## src/rtl/cmp_sar_search_pkg.sv

```systemverilog
// Shared types and flag decoding for the successive-approximation search controller.
package cmp_sar_search_pkg;

    typedef enum logic [1:0] {
        IDLE   = 2'd0,
        SEARCH = 2'd1,
        FINISH = 2'd2
    } state_t;

    // Decoded comparator verdict
    localparam logic [1:0] FLG_GT  = 2'd0;
    localparam logic [1:0] FLG_LT  = 2'd1;
    localparam logic [1:0] FLG_EQ  = 2'd2;
    localparam logic [1:0] FLG_BAD = 2'd3;

    // Only a solid 1 counts as asserted; X/Z read as false. Exactly one asserted flag is legal.
    function automatic logic [1:0] flag_decode(input logic gt, input logic lt, input logic eq);
        logic [2:0] f;
        f = {(gt === 1'b1), (lt === 1'b1), (eq === 1'b1)};
        case (f)
            3'b100:  flag_decode = FLG_GT;
            3'b010:  flag_decode = FLG_LT;
            3'b001:  flag_decode = FLG_EQ;
            default: flag_decode = FLG_BAD;
        endcase
    endfunction

endpackage

```

## src/rtl/cmp_sar_search_if.sv

```systemverilog
// Bundle between the search controller (master) and its comparator / host side (slave).
interface cmp_sar_search_if #(
    parameter int WIDTH    = 4,
    parameter int MAXPROBE = WIDTH + 1
);
    localparam int PW = $clog2(MAXPROBE + 1);

    logic             start;
    logic             cmp_gt;
    logic             cmp_lt;
    logic             cmp_eq;
    logic [WIDTH-1:0] guess;
    logic             busy;
    logic             done;
    logic             found;
    logic             err;
    logic [WIDTH-1:0] result;
    logic [PW-1:0]    probes;

    modport master (
        input  start, cmp_gt, cmp_lt, cmp_eq,
        output guess, busy, done, found, err, result, probes
    );

    modport slave (
        output start, cmp_gt, cmp_lt, cmp_eq,
        input  guess, busy, done, found, err, result, probes
    );

endinterface

```

## src/rtl/cmp_sar_search.sv

```systemverilog
// Binary-search controller: drives guess into an external comparator, one probe per clock,
// and reports the matched value, a failed search, or an illegal flag combination.
module cmp_sar_search
    import cmp_sar_search_pkg::*;
#(
    parameter int WIDTH    = 4,
    parameter int MAXPROBE = WIDTH + 1
) (
    input logic               clk,
    input logic               rst_n,
    cmp_sar_search_if.master  bus
);

    localparam int PW = $clog2(MAXPROBE + 1);
    localparam logic [WIDTH:0] HI_INIT = {1'b0, {WIDTH{1'b1}}};

    state_t           state;
    logic [WIDTH:0]   lo;
    logic [WIDTH:0]   hi;
    logic [WIDTH-1:0] guess_q;
    logic [PW-1:0]    probes_q;
    logic             found_q;
    logic             err_q;
    logic [WIDTH-1:0] result_q;

    logic [1:0]       flag;
    logic [PW-1:0]    probes_n;
    logic [WIDTH:0]   lo_n;
    logic [WIDTH:0]   hi_n;
    logic [WIDTH:0]   mid_sum;
    logic             exhausted;

    // Next search window from the current probe's verdict
    always_comb begin
        flag      = flag_decode(bus.cmp_gt, bus.cmp_lt, bus.cmp_eq);
        probes_n  = probes_q + 1'b1;
        lo_n      = lo;
        hi_n      = hi;
        if (flag == FLG_GT) lo_n = {1'b0, guess_q} + 1'b1;
        if (flag == FLG_LT) hi_n = {1'b0, guess_q} - 1'b1;
        mid_sum   = lo_n + hi_n;
        // lt at guess 0 would wrap hi; treat it as an empty window instead
        exhausted = ((flag == FLG_LT) && (guess_q == '0)) ||
                    (lo_n > hi_n) ||
                    (probes_n == PW'(MAXPROBE));
    end

    // Search FSM and result registers
    always_ff @(posedge clk or negedge rst_n) begin
        if (!rst_n) begin
            state    <= IDLE;
            lo       <= '0;
            hi       <= '0;
            guess_q  <= '0;
            probes_q <= '0;
            found_q  <= 1'b0;
            err_q    <= 1'b0;
            result_q <= '0;
        end else begin
            case (state)
                IDLE: begin
                    if (bus.start) begin
                        lo       <= '0;
                        hi       <= HI_INIT;
                        guess_q  <= HI_INIT[WIDTH:1];
                        probes_q <= '0;
                        found_q  <= 1'b0;
                        err_q    <= 1'b0;
                        result_q <= '0;
                        state    <= SEARCH;
                    end
                end
                SEARCH: begin
                    probes_q <= probes_n;
                    case (flag)
                        FLG_EQ: begin
                            found_q  <= 1'b1;
                            result_q <= guess_q;
                            state    <= FINISH;
                        end
                        FLG_BAD: begin
                            err_q <= 1'b1;
                            state <= FINISH;
                        end
                        default: begin
                            lo <= lo_n;
                            hi <= hi_n;
                            if (exhausted) begin
                                found_q <= 1'b0;
                                state   <= FINISH;
                            end else begin
                                guess_q <= mid_sum[WIDTH:1];
                            end
                        end
                    endcase
                end
                FINISH: state <= IDLE;
                default: state <= IDLE;
            endcase
        end
    end

    assign bus.guess  = guess_q;
    assign bus.busy   = (state != IDLE);
    assign bus.done   = (state == FINISH);
    assign bus.found  = found_q;
    assign bus.err    = err_q;
    assign bus.result = result_q;
    assign bus.probes = probes_q;

endmodule

```

## src/flat_wrapper.sv

```systemverilog
// flat-port wrapper written by rule: the top's interface ports become plain ports
module cmp_sar_search_flat import cmp_sar_search_pkg::*;
#(
    parameter int WIDTH    = 4,
    parameter int MAXPROBE = WIDTH + 1
)
  (clk, rst_n, bus_start, bus_cmp_gt, bus_cmp_lt, bus_cmp_eq, bus_guess, bus_busy, bus_done, bus_found, bus_err, bus_result, bus_probes);
  cmp_sar_search_if #(.WIDTH(WIDTH), .MAXPROBE(MAXPROBE)) bus_i ();
  input logic clk;
  input logic rst_n;
  input wire logic [$bits(bus_i.start)-1:0] bus_start;
  input wire logic [$bits(bus_i.cmp_gt)-1:0] bus_cmp_gt;
  input wire logic [$bits(bus_i.cmp_lt)-1:0] bus_cmp_lt;
  input wire logic [$bits(bus_i.cmp_eq)-1:0] bus_cmp_eq;
  output wire logic [$bits(bus_i.guess)-1:0] bus_guess;
  output wire logic [$bits(bus_i.busy)-1:0] bus_busy;
  output wire logic [$bits(bus_i.done)-1:0] bus_done;
  output wire logic [$bits(bus_i.found)-1:0] bus_found;
  output wire logic [$bits(bus_i.err)-1:0] bus_err;
  output wire logic [$bits(bus_i.result)-1:0] bus_result;
  output wire logic [$bits(bus_i.probes)-1:0] bus_probes;
  assign bus_i.start = bus_start;
  assign bus_i.cmp_gt = bus_cmp_gt;
  assign bus_i.cmp_lt = bus_cmp_lt;
  assign bus_i.cmp_eq = bus_cmp_eq;
  assign bus_guess = bus_i.guess;
  assign bus_busy = bus_i.busy;
  assign bus_done = bus_i.done;
  assign bus_found = bus_i.found;
  assign bus_err = bus_i.err;
  assign bus_result = bus_i.result;
  assign bus_probes = bus_i.probes;
  cmp_sar_search #(.WIDTH(WIDTH), .MAXPROBE(MAXPROBE)) u_core (.clk(clk), .rst_n(rst_n), .bus(bus_i));
endmodule
```

## config.mk

```make
export PLATFORM = sky130hd
export DESIGN_NAME = cmp_sar_search_flat
export DESIGN_NICKNAME = d
export VERILOG_FILES = /design/src/rtl/cmp_sar_search_pkg.sv /design/src/rtl/cmp_sar_search_if.sv /design/src/rtl/cmp_sar_search.sv /design/src/flat_wrapper.sv
export SDC_FILE = /design/constraint.sdc
export NUM_CORES = 1
export LEC_CHECK = 0
export ABC_AREA = 1
export BUFFER_PORTS_ARGS = -buffer_cell sky130_fd_sc_hd__buf_2
export CORE_MARGIN = 10
export CORE_UTILIZATION = 45
export CTS_CLUSTER_DIAMETER = 150
export DETAILED_ROUTE_END_ITERATION = 12
export MAX_ROUTING_LAYER = met4
export PLACE_DENSITY = 0.67
export SETUP_SLACK_MARGIN = 0.4
export SLEW_MARGIN = 20
export SYNTH_ARGS = -nofsm -noshare
export SYNTH_HDL_FRONTEND = slang
export SYNTH_SLANG_ARGS = --single-unit
```

## constraint.sdc

```tcl
create_clock -name clk -period 1.99 [get_ports clk]
set_input_delay 0.398 -clock clk [delete_from_list [all_inputs] [get_ports clk]]
set_output_delay 0.398 -clock clk [all_outputs]
set_load 0.02 [all_outputs]
```

**Word-level counts from Yosys, hierarchy flattened**

Index checks and enable logic that the tools add are counted.

- Add/sub/neg operators: 4
- Order comparisons: 1
- Eq/ne operators: 20
- Mux-type cells: 28
- Reduce and logical (&&, ||, !) cells: 16

Operators with widths:

| cell | number |
|---|---|
| $mux 5 | 6 |
| $mux 4 | 5 |
| $pmux 5 s2 | 2 |
| $pmux 4 s2 | 2 |
| $reduce_and 3->1 | 3 |
| $ne 2x2->1 const B | 4 |
| $reduce_and 4->1 | 2 |
| $eq 2x2->1 const B | 3 |
| $eq 3x3->1 const B | 2 |
| $mux 2 | 3 |
| $pmux 1 s2 | 3 |
| $pmux 2 s3 | 1 |
| $pmux 3 s2 | 1 |
| $add 4x1->5 const B | 1 |
| $add 5x5->5 | 1 |
| $gt 5x5->1 | 1 |
| $sub 4x1->5 const B | 1 |
| $eq 2x1->1 const B | 2 |
| $logic_not 2->1 | 2 |
| $logic_not 4->1 | 1 |
| $ne 2x1->1 const B | 2 |
| $pmux 2 s2 | 1 |
| $reduce_and 2->1 | 2 |
| $reduce_bool 2->1 | 2 |
| 11 further kinds | 16 |

- Register bits: 25
- Output and inout bits: 15

**Logic depth before layout (Yosys ltp)**

Gate-level depths: netlist of the first run.

- Depth in word-level cells: 11
- Mapped depth: 17

**Worst setup path before layout of the first run**

Ideal clock, no wire load.

- Path kind: reg2reg
- Start: reg u_core.guess_q[0] (netlist: u_core.bus.guess[0])
- End: reg u_core.guess_q[0] (netlist: u_core.bus.guess[0])
- Data arrival time: 2159 ps
- Required time: 1872 ps
- Slack: -286 ps
- Stages on the path, launching flop included: 16
- Buffers on the path: 0
- Cell sequence: dfrtp_1 inv_1 ha_1 xor2_1 nand2_1 and2_1 inv_1 ha_1 nor2_1 nand3_1 nand3_1 nand2_1 nand3_4 nand2_4 nand2_1 nand2_1

- Cells in the longest elaborated chain, start to end: 7

Ends and longest elaborated chain:

| what | line | RTL |
|---|---|---|
| from (decl) | cmp_sar_search.sv:20 | `logic [WIDTH-1:0] guess_q;` |
| from (signal assigned) | cmp_sar_search.sv:65 | `guess_q <= HI_INIT[WIDTH:1];` |
| from (signal assigned) | cmp_sar_search.sv:92 | `guess_q <= mid_sum[WIDTH:1];` |
| $add 4x1->5 / $sub 4x1->5 (equally long branches) | cmp_sar_search.sv:39, cmp_sar_search.sv:40 |  |
| $mux 5, on equally long branches | cmp_sar_search.sv:39, cmp_sar_search.sv:40 |  |
| $gt 5x5->1 | cmp_sar_search.sv:44 | `(lo_n > hi_n) \|\|` |
| $logic_or 1x1->1 | cmp_sar_search.sv:43 | `exhausted = ((flag == FLG_LT) && (guess_q == '0)) \|\|` |
| $logic_or 1x1->1 | cmp_sar_search.sv:44 |  |
| $ne 2x2->1 (no line) | n/a |  |
| $reduce_and 4->1 (no line) | n/a |  |

Several ways; a longest one is shown, not always the timed one. The select of a mux whose other input is x is not followed.
A chain may end at the register's enable or synchronous reset.

**Worst setup path after layout of the first run**

- Start: reg u_core.guess_q[0] (netlist: u_core.bus.guess[0])
- End: reg u_core.guess_q[3] (netlist: u_core.bus.guess[3])

The elaborated chain is that of the path after synthesis.

==> results of run 1 <==
==> cells by family (layout without fill, tap and decap cells) <==
kind of cell    after synthesis  count (layout)  synth area share [%]
buf+inv                      36              89                  9.09
flops                        25              25                  36.7
compound gates               27              27                  8.43
xor+xnor                      5               5                  2.57
simple gates                111             111                  31.8
fa+ha+maj                    15              15                  11.4
==> state kept, by name, indices dropped and copies added (netlist names) <==
name	flops
u_core.bus.probes	3
u_core.lo	5
u_core.bus.guess	4
u_core.bus.err	1
u_core.state	2
u_core.hi	5
u_core.bus.result	4
u_core.bus.found	1
==> power breakdown <==
group	switching, mW	leakage (nW)	internal, mW
registers	0.157	0.312	0.673
logic	1.14	0.865	0.773
clock network	0.160	0.0228	0.143
==> layout make-up <==
class                      count  area [µm²]  share of cell area, %
multi-input combinational    158        1080                   46.8
sequential                    25         629                   27.4
timing repair buffer          53         354                   15.4
inverter                      32         136                   5.93
tap                           48        60.1                   2.61
clock buffer                   4        45.0                   1.96
==> layer usage <==
layer / wire [µm] / track usage [%] / part of all wire [%]
met3: 223 / 1.86 / 4.9
met2: 2370 / 24.0 / 52
met1: 1900 / 17.2 / 41
met4: 95 / 4.93 / 2.1
met5: 0 / - / 0
==> worst paths after layout <==
check	depth (start not counted)	slack (ns)	end	start
worst min-delay path	1	0.12	u_core.bus.probes[0]$_DFFE_PN0P_	rst_n
max in group asynchronous	1	1.45	u_core.bus.guess[2]$_DFFE_PN0P_	rst_n
worst min register to register	2	0.47	u_core.bus.found$_DFFE_PN0P_	u_core.bus.found$_DFFE_PN0P_
worst max register to register	15	-0.26	u_core.bus.guess[3]$_DFFE_PN0P_	u_core.bus.guess[0]$_DFFE_PN0P_
min in group clk	2	0.47	u_core.bus.found$_DFFE_PN0P_	u_core.bus.found$_DFFE_PN0P_
worst max-delay path	15	-0.26	u_core.bus.guess[3]$_DFFE_PN0P_	u_core.bus.guess[0]$_DFFE_PN0P_
==> placed cells by master (no fill, tap or decap), drive strengths merged <==
| cell type | netlist | layout |
|---|---|---|
| o21ai | 16 | 16 |
| xor2 | 3 | 3 |
| dfrtp | 25 | 25 |
| buf | 4 | 53 |
| inv | 31 | 31 |
| o21a | 2 | 2 |
| nand3b | 1 | 1 |
| xnor2 | 2 | 2 |
| nand2 | 68 | 68 |
| nor2 | 13 | 13 |
| or2 | 1 | 1 |
| and2 | 2 | 2 |
| nand3 | 24 | 24 |
| clkinv | 1 | 1 |
| ha | 14 | 14 |
| a21oi | 9 | 9 |
| fa | 1 | 1 |
| nand4 | 2 | 2 |
| clkbuf | 0 | 4 |
==> timing repair <==
item	4_1_cts	5_1_grt
gates cloned	0	0
buffers inserted	2	2
resized for setup	10	19
setup endpoints to repair	7	12
pin swaps	5	18
==> metrics, run 1 <==
status=finished with violations; failing checks=setup timing; Top cell by count, worst path=nand2_1; fill cell count=343; CTS tree=done; GRT overflow=0; dpl ws=-0.418 ns; GPL Wtd Cong=0.900; fraction of registers with async set/reset=100%; Post-synth top flop=dfrtp_1; CTS Buf Count=3; Cell Area, Synth=0.00171 mm²; Area Growth Syn to Fin=34.8%; arrival time at the worst endpoint=2.41 ns; site row count=22; Cell variety after synth=29; Hold Path Class=in -> async; critical path endpoint category=flop; setup tns final=-1.50 ns; Pre-Repair DR Iteration Count=5; Core Util, Final=62.9%; initial antenna violation count=0; Die Y=81.6 µm; Skew-Pair Late Insertion Delay=0.27 ns; max_cap viols=0; startpoint class of the critical path=flop; hold_buf cts=0; Initial DRC Count=122; period utilization=113%; Crit path max-delay family=simple AND/OR/NAND/NOR gates; Synth top cells by count=nand2_1 (62), inv_1 (26), dfrtp_1 (25); nets=294; clk sink count=25; CTS max path bufs=2; total wire length=4590 µm; H-tree levels=1; final non-filler cell total=320; post-synthesis sequential area ratio=36.7%; Synthesis Warnings=0; first-pass GRT wire length=7450 µm; skew final=0.00634 ns; Initial Utilization=46.6%; Yosys top cell by area=dfrtp_1; DP Wirelength=3400 µm; Wirelength per Cell=14.3 µm; max_slew headroom=61.7%; slowest stage delay, CP=0.47 ns; CP cell instances=inv_4 -> ha_4 -> nand2_1 -> nand2_1 -> o21ai_0 -> ha_1 -> inv_1 -> nor2_4 -> nand3_2 -> nand3_2 -> nand2_2 -> nand3_4 -> nand2_4 -> nand2_1 -> nand2_1; EDFF count, synth=0; Cell Pwr Density=1320 mW/mm²; Core ar.=0.00366 mm²; antenna diode instance count=0; Max IR drop VDD=0.461 mV; total placed cells including tap cells=312; share of layout cells above drive strength 1=41.5%; final setup margin=-0.260 ns; Die W=81.6 µm; Synth Register Bits=25; Worst-path clk slew=0.09 ns; cell area after layout=0.00230 mm²; Synth Net Count=240; Vias=1638; PortBufs=20; WHS=0.116 ns; Slew @ Worst Pin=0.575 ns; GRT Util Overall=14.3%; pin count of the biggest net entering global routing=26; # IOs=21; Mapped Cells=219; min cycle time layout=2.25 ns; WS Path Type=reg -> reg; Root Driver=clkbuf_8; Avg Cell Area, Syn=7.79 µm²; Final Hold Viols=0; Fmax=444 MHz; fin. max-slew vios=0; RSZ-0062 raised after global routing=yes; Power Total=3.05 mW; Worst Path Buf+Inv=2; most common cell in the synthesized netlist=nand2_1; CP max FO=6; die area=0.00666 mm²; top post-synthesis cells by area=dfrtp_1 (37%), nand2_1 (14%), ha_1 (10%); vias in the first global route=1599; final setup vio count=7; post-route ant nets=0; vias per cell=5.12; post-synth top area share=36.7%; DRC=0; Placed Area=0.00213 mm²; slowest CP cell=dfrtp_2; LEAKAGE=1.20 nW; Crit path required time=2.15 ns
Note: power is estimated with default switching activity, not from simulation.
==> run 2: changes to the inputs <==
--- a/config.mk
+++ b/config.mk
@@ -7,7 +7,6 @@
 export LEC_CHECK = 0
 export ABC_AREA = 1
 export BUFFER_PORTS_ARGS = -buffer_cell sky130_fd_sc_hd__buf_2
-export CORE_MARGIN = 10
 export CORE_UTILIZATION = 45
 export CTS_CLUSTER_DIAMETER = 150
 export DETAILED_ROUTE_END_ITERATION = 12
==> run 2 against run 1 <==
  * The flow still finishes with violations (setup timing)
  * Wire length is 10% lower
  * Worst hold slack worse by 0.0033 ns
  * Register-to-register slack better by 0.14 ns
  * Global-route usage is 8.9 points higher
  * Critical path type unchanged
==> metrics, run 2 (synthesized netlist as in run 1, its figures left out) <==
CTS tree=done; vias per cell=4.97; Die Y=63.6 µm; Core ar.=0.00366 mm²; CTS Buf Count=3; Hold Path Class=in -> async; final setup margin=-0.117 ns; H-tree levels=1; GRT overflow=0; r2r setup slk=-0.12 ns; Vias=1584; vias in the first global route=1582; CTS max path bufs=2; final non-filler cell total=319; arrival time at the worst endpoint=2.32 ns; cell area after layout=0.00232 mm²; Area Growth Syn to Fin=35.7%; startpoint class of the critical path=flop; Pre-Repair DR Iteration Count=4; PortBufs=20; top flop regs=u_core.hi x5, u_core.lo x5; die area=0.00404 mm²; Fmax=475 MHz; commonest cells after routing, fill and taps aside=nand2_1 (57), buf_4 (30), dfrtp_1 (22), inv_1 (19), buf_2 (19); initial antenna violation count=0; nets=293; Placed Area=0.00212 mm²; reg2reg start=u_core.bus.guess[0]$_DFFE_PN0P_; CP max FO=6; min cycle time layout=2.11 ns; Initial Utilization=46.6%; skew final=0.00191 ns; DP Wirelength=3050 µm; Max IR drop VDD=0.421 mV; period utilization=106%; post-route ant nets=0; clk sink count=25; total wire length=4120 µm; Final Hold Viols=0; critical path endpoint category=flop; Die W=63.6 µm; total placed cells including tap cells=310; slowest stage delay, CP=0.47 ns; status=finished with violations; Wirelength per Cell=12.9 µm; site row count=22; hold_buf cts=0; max_slew headroom=62.1%; # IOs=21; max_cap viols=0; share of layout cells above drive strength 1=40.6%; Core Util, Final=63.3%; CP cell instances=ha_2 -> nand4_1 -> and2_1 -> inv_1 -> ha_1 -> inv_1 -> nor2_4 -> nand3b_1 -> nand2_4 -> nand3_4 -> nand2_4 -> nand2_1 -> nand2_1; slowest CP cell=dfrtp_2; Skew-Pair Late Insertion Delay=0.27 ns; RSZ-0062 raised after global routing=yes; Worst-path clk slew=0.09 ns; commonest non-fill, non-tap cell in the layout=nand2_1; Crit path required time=2.20 ns; DRC=0; Crit. Startpoint=u_core.bus.guess[0]$_DFFE_PN0P_; Initial DRC Count=61; LEAKAGE=1.21 nW; GRT Util Overall=23.2%; final setup vio count=7; Root Driver=clkbuf_8; antenna diode instance count=0; WS Path Type=reg -> reg; failing checks=setup timing; Cell Pwr Density=1330 mW/mm²; GPL Wtd Cong=0.895; dpl ws=-0.358 ns; first-pass GRT wire length=7060 µm; pin count of the biggest net entering global routing=26; fin. max-slew vios=0; Slew @ Worst Pin=0.568 ns
run 2: final timing paths:
| path | endpoint | depth (start not counted) |
|---|---|---|
| max | u_core.bus.guess[0]$_DFFE_PN0P_ | 13 |
| min | u_core.bus.probes[2]$_DFFE_PN0P_ | 1 |
| max reg2reg | u_core.bus.guess[0]$_DFFE_PN0P_ | 13 |
| min reg2reg | u_core.bus.found$_DFFE_PN0P_ | 2 |
| max in group asynchronous | u_core.bus.guess[2]$_DFFE_PN0P_ | 1 |
| min in group clk | u_core.bus.found$_DFFE_PN0P_ | 2 |
run 2: layout make-up:
cell class,count,area (µm²)
Timing Repair Buffer,52,354
Tap cell,48,60.1
Inverter,32,134
Clock inverter,1,5.00
Sequential cell,25,629
Fill cell,316,1350
Clock buffer,3,41.3
Multi-Input combinational cell,158,1090
run 2: report_power, final:
group	internal, mW	switching (mW)
sequential	0.673	0.158
combinational	0.810	1.13
clock	0.140	0.165
total	1.62	1.46
run 2: worst max-delay path: cells and delay by family (launching register included):
family	cells	cell delay [ns]
fa+ha+maj	2	0.54
buf+inv	2	0.13
flops	1	0.47
simple gates	9	0.90
run 2: metrics by stage:
step           hold slack [ns]  TNS [ns]  power [mW]
5_1_grt                  0.159     -1.34        3.32
3_3_place_gp             0.422     -1.48        2.51
3_5_place_dp             0.421     -1.74        2.53
4_1_cts                  0.125    -0.452        2.96
2_1_floorplan            0.102    -0.286        1.93
6_report                 0.113    -0.575        3.08
run 2: repair_timing:
| action | in CTS | in global routing |
|---|---|---|
| endpoints found under the setup margin | 7 | 11 |
| pin swaps | 18 | 4 |
| resized for setup | 20 | 13 |
| buffers inserted | 3 | 2 |
run 2: layer usage:
layer / GRT usage, % / part of all wire, %
met1: 28.8 / 46
met2: 38.0 / 50
met3: 4.71 / 3.0
met4: 6.82 / 1.1
met5: - / 0
